[config.mk]
export PLATFORM = sky130hd
export DESIGN_NAME = tcb_rsp_queue
export DESIGN_NICKNAME = d
export VERILOG_FILES = /design/src/rtl/tcb_rsp_queue.sv
export SDC_FILE = /design/constraint.sdc
export NUM_CORES = 1
export LEC_CHECK = 0
export ABC_AREA = 1
export ABC_CLOCK_PERIOD_IN_PS = 6600
export BUFFER_PORTS_ARGS = -buffer_cell sky130_fd_sc_hd__buf_2
export CORE_UTILIZATION = 40
export CTS_CLUSTER_DIAMETER = 80
export DETAILED_ROUTE_END_ITERATION = 10
export PLACE_DENSITY_LB_ADDON = 0.08
export SLEW_MARGIN = 20
export SYNTH_ARGS = -nofsm -noshare
export SYNTH_HDL_FRONTEND = slang
export SYNTH_SLANG_ARGS = --single-unit
export TNS_END_PERCENT = 20
[constraint.sdc]
create_clock -name clk -period 6.6 [get_ports clk]
set_input_delay 0.99 -clock clk [delete_from_list [all_inputs] [get_ports clk]]
set_output_delay 0.99 -clock clk [all_outputs]
set_load 0.01 [all_outputs]
[src/rtl/tcb_rsp_queue.sv]
// Response-side tracker for TCB transfers with variable subordinate latency.
// Ports: clk/rst, man_* request side, sub_vld/sub_rdy, rsp_vld in, rsp_* metadata out, cnt/full/empty/err status.
module tcb_rsp_queue #(
  parameter int unsigned ABW   = 32,
  parameter int unsigned DBW   = 32,
  parameter int unsigned SLW   = 8,
  parameter int unsigned DEPTH = 4,
  parameter int unsigned SZW   = 2
) (
  input  logic                       clk,
  input  logic                       rst,
  input  logic                       man_vld,
  output logic                       man_rdy,
  input  logic                       man_wen,
  input  logic [ABW-1:0]             man_adr,
  input  logic [SZW-1:0]             man_siz,
  input  logic [DBW/SLW-1:0]         man_ben,
  output logic                       sub_vld,
  input  logic                       sub_rdy,
  input  logic                       rsp_vld,
  output logic                       rsp_ena,
  output logic                       rsp_ren,
  output logic [ABW-1:0]             rsp_adr,
  output logic [SZW-1:0]             rsp_siz,
  output logic [DBW/SLW-1:0]         rsp_ben,
  output logic [$clog2(DEPTH+1)-1:0] cnt,
  output logic                       full,
  output logic                       empty,
  output logic                       err
);

  localparam int unsigned BEW = DBW / SLW;
  localparam int unsigned PW  = $clog2(DEPTH);
  localparam int unsigned CW  = $clog2(DEPTH + 1);
  localparam int unsigned EW  = 1 + ABW + SZW + BEW;

  logic [PW-1:0] wr_ptr;
  logic [PW-1:0] rd_ptr;
  logic [CW-1:0] cnt_q;
  logic [CW-1:0] cnt_nxt;
  logic          full_q;
  logic          empty_q;
  logic          err_q;

  logic [EW-1:0] mem [DEPTH];
  logic [EW-1:0] entry;
  logic [EW-1:0] head;

  logic pop;
  logic push;
  logic space;

  // A response on an empty queue is never matched to a same-cycle push:
  // the subordinate needs at least one cycle, so it is a protocol error.
  assign pop   = rsp_vld & ~empty_q;
  assign space = ~full_q | pop;

  assign sub_vld = man_vld & space;
  assign man_rdy = sub_rdy & space;
  assign push    = man_vld & man_rdy;

  // Writes carry no byte enables back to the manager.
  assign entry = {~man_wen, man_adr, man_siz,
                  man_wen ? {BEW{1'b0}} : man_ben};

  always_comb begin
    cnt_nxt = cnt_q;
    unique case ({push, pop})
      2'b10:   cnt_nxt = cnt_q + CW'(1);
      2'b01:   cnt_nxt = cnt_q - CW'(1);
      default: cnt_nxt = cnt_q;
    endcase
  end

  always_ff @(posedge clk) begin
    if (rst) begin
      wr_ptr  <= '0;
      rd_ptr  <= '0;
      cnt_q   <= '0;
      full_q  <= 1'b0;
      empty_q <= 1'b1;
      err_q   <= 1'b0;
    end else begin
      if (push) wr_ptr <= wr_ptr + PW'(1);
      if (pop)  rd_ptr <= rd_ptr + PW'(1);
      cnt_q   <= cnt_nxt;
      full_q  <= (cnt_nxt == CW'(DEPTH));
      empty_q <= (cnt_nxt == '0);
      if (rsp_vld & empty_q) err_q <= 1'b1;
    end
  end

  always_ff @(posedge clk) begin
    if (push) mem[wr_ptr] <= entry;
  end

  assign head = mem[rd_ptr];

  assign rsp_ena = pop;
  assign rsp_ren = head[EW-1];
  assign rsp_adr = head[EW-2 -: ABW];
  assign rsp_siz = head[BEW+SZW-1 -: SZW];
  assign rsp_ben = pop ? head[BEW-1:0] : {BEW{1'b0}};

  assign cnt   = cnt_q;
  assign full  = full_q;
  assign empty = empty_q;
  assign err   = err_q;

endmodule

==> flow_metrics.env <==
export IMPL_peakVddDrop_mv=0.195
export IMPL_antenna_left=0
export IMPL_multiInputGateArea_sq_um=1370
export IMPL_yosys_warnings=0
export IMPL_rsz0062_at_grt="no"
export IMPL_p_int_w=0.00180
export IMPL_nFillCells=1439
export IMPL_synth_top_area_share_pct=71.6
export IMPL_synth_top_area_cell="edfxtp_1"
export IMPL_clock_root_buffer="clkbuf_16"
export IMPL_max_freq_ghz=0.285
export IMPL_cts_tree="done"
export IMPL_power_frac_comb_pct=11.6
export IMPL_dr_pass1_iters=4
export IMPL_timing_final_crit_share_pct=53.1
export IMPL_clk_path_buf_depth=2
export IMPL_p_per_area_nw_per_um2=310
export IMPL_ys_ff_latch=168
export IMPL_gp_congestion=0.702
export IMPL_fp_dieW_microns=130
export IMPL_drt_vias_per_instance=4.95
export IMPL_p_switching_w=0.000578
export IMPL_p_leak_nw=2.76
export IMPL_setup_tns_ps=0
export IMPL_crit_type="register to output port"
export IMPL_first_iter_violations=231
export IMPL_grt_pass1_vias=3859
export IMPL_yosysSeqAreaShare_pct=75.3
export IMPL_synth_area_leaders="edfxtp_1 72%, o21ai_0 5.6%, nor2_1 5.3%"
export IMPL_synth_avg_cell_area_sq_um=13.8
export IMPL_clock_power_share_pct=37.2
export IMPL_slew_headroom_pct=44.6
export IMPL_power_w=0.00238
export IMPL_worst_pin_slew_ps=831
export IMPL_clk_pin_slew_ps=60
export IMPL_ctsResizeCount=0
export IMPL_post_dp_hpwl_microns=7400
export IMPL_cts_made_buffers=17
export IMPL_pin_count=92
export IMPL_ys_types=28
export IMPL_hold_path_startpoint="err"
export IMPL_mostFrequentLayoutCells="156 x edfxtp_1, 91 x buf_2, 88 x nor2_1, 73 x o21ai_0, 25 x o22ai_1"
export IMPL_final_net_count=613
export IMPL_dp_cells=760
export IMPL_wl_per_cell_microns=16.7
export IMPL_fp_dieH_microns=130
export IMPL_grt_pass1_wl_microns=20200
export IMPL_dieArea_sq_um=16900
export IMPL_worst_setup_path_end_kind="output port"
export IMPL_cp_start_kind="register"
export IMPL_grt_overflow=0
export IMPL_period_needed_ps=3500
export IMPL_setup_viol=0
export IMPL_num_rows=46
export IMPL_grt_max_degree=79
export IMPL_antenna_found_initial=1
export IMPL_min_path_type="register to register"
export IMPL_sequentialPowerShare_pct=51.2
export IMPL_holdBufCountCts=0
export IMPL_syn_area_sq_um=6540
export IMPL_core_area_sq_um=15900
export IMPL_antenna_cells=0
export IMPL_clock_skew_ps=5.42
export IMPL_vias=3924
export IMPL_area_growth_pct=17.3
export IMPL_worstPathMaxFanout=78
export IMPL_outcome="finished clean"
export IMPL_portBuffers=91
export IMPL_maxCapViolCount=0
export IMPL_hold_violations=0
export IMPL_h_tree_depth=4
export IMPL_ff_latch_area_sq_um=4930
export IMPL_grt_use_total_pct=16.6
export IMPL_start_util_pct=41.0
export IMPL_finalMaxSlewViolations=0
export IMPL_regToRegStartpoint="empty"
export IMPL_route_detailed_drc=0
export IMPL_synthCells=474
export IMPL_post_cts_buffers=0
export IMPL_switching_share_pct=24.3
export IMPL_drive_gt1_share_pct=26.2
export IMPL_cp_data_arrival_time_ps=2510
export IMPL_worst_skew_pair_late_latency_ps=420
export IMPL_layout_commonest_cell="edfxtp_1"
export IMPL_synth_fp_nets=524
export IMPL_final_instance_count_excl_fill=792
export IMPL_cts_sinks=168
export IMPL_hold_ws_ps=473
export IMPL_required_ps=5610
export IMPL_drt_wl_total_microns=13200
## power groups by stage
| stage | sequential, W | combinational (W) | clock (W) |
|---|---|---|---|
| floorplan | 0.00124 | 0.000187 | 0 |
| global placement | 0.00124 | 0.000276 | 0 |
| detailed placement | 0.00124 | 0.000281 | 0 |
| CTS | 0.00122 | 0.000281 | 0.000902 |
| global route | 0.00122 | 0.000308 | 0.000946 |
| finish | 0.00122 | 0.000275 | 0.000884 |
## Yosys cell counts, drive strengths merged
master  number
inv         23
ha           5
edfxtp     156
o22ai       35
nand3        3
a21boi       2
xor2         1
nand4        2
nor2       102
a21oi        9
fa           1
clkbuf       8
buf         18
dfxtp       12
o21ai       80
nand2       17
## stage by stage
step | area, sq um | util, % | setup slack, ps
floorplan | 6540 | - | 3200
global route | 7670 | 48.1 | 2820
CTS | 7670 | 48.1 | 3000
global placement | 7150 | 44.9 | 3450
detailed placement | 7150 | 44.9 | 3460
finish | 7670 | 48.1 | 3100
## cell type report
class	instances	share of cell area, %
Sequential cell	168	64.2
Multi-Input combinational cell	257	17.9
Timing Repair Buffer	96	6.43
Clock buffer	18	5.59
Tap cell	216	3.52
Inverter	23	1.19
Clock inverter	14	1.17
## critical path: stages, from the launching register on
cell and delay [ps]:
dfxtp_2 540, buf_4 600, inv_6 370, o21ai_0 320, o22ai_2 100, buf_2 150
## flip-flops by register name, summed over array words and instances (netlist names), named ones only
| name | count |
|---|---|
| err | 1 |
| full | 1 |
| cnt | 3 |
| wr_ptr | 2 |
| rd_ptr | 2 |
| mem | 156 |
| empty | 1 |
## kinds of logic after synthesis
kind of cell / Yosys count / share of synthesized area [%]
buffers and inverters: 49 / 4.21
adder cells (fa/ha/maj): 6 / 1.26
AND/OR/NAND/NOR: 124 / 7.75
flip-flops: 168 / 75.3
XOR/XNOR: 1 / 0.134
AO/OA/AOI/OAI: 126 / 11.3
## worst paths after layout
path / endpoint / slack (ps) / cells past startpoint
worst max-delay path: rsp_adr[6] / 3100 / 5
worst min-delay path: err / 470 / 2
worst max register to register: mem[3][13] / 4280 / 6
worst min register to register: err / 470 / 2
## routing by layer
layer / vias up / share of wire, % / track usage (%) / wire length, microns
met5: - / 0.076 / 0 / 10
met4: 2 / 1.3 / 6.57 / 174
met3: 18 / 4.4 / 4.51 / 574
met2: 79 / 50 / 28.1 / 6580
met1: 1929 / 44 / 20.2 / 5860
li1: 1896 / - / - / -
Note: power is estimated with default switching activity, not from simulation.
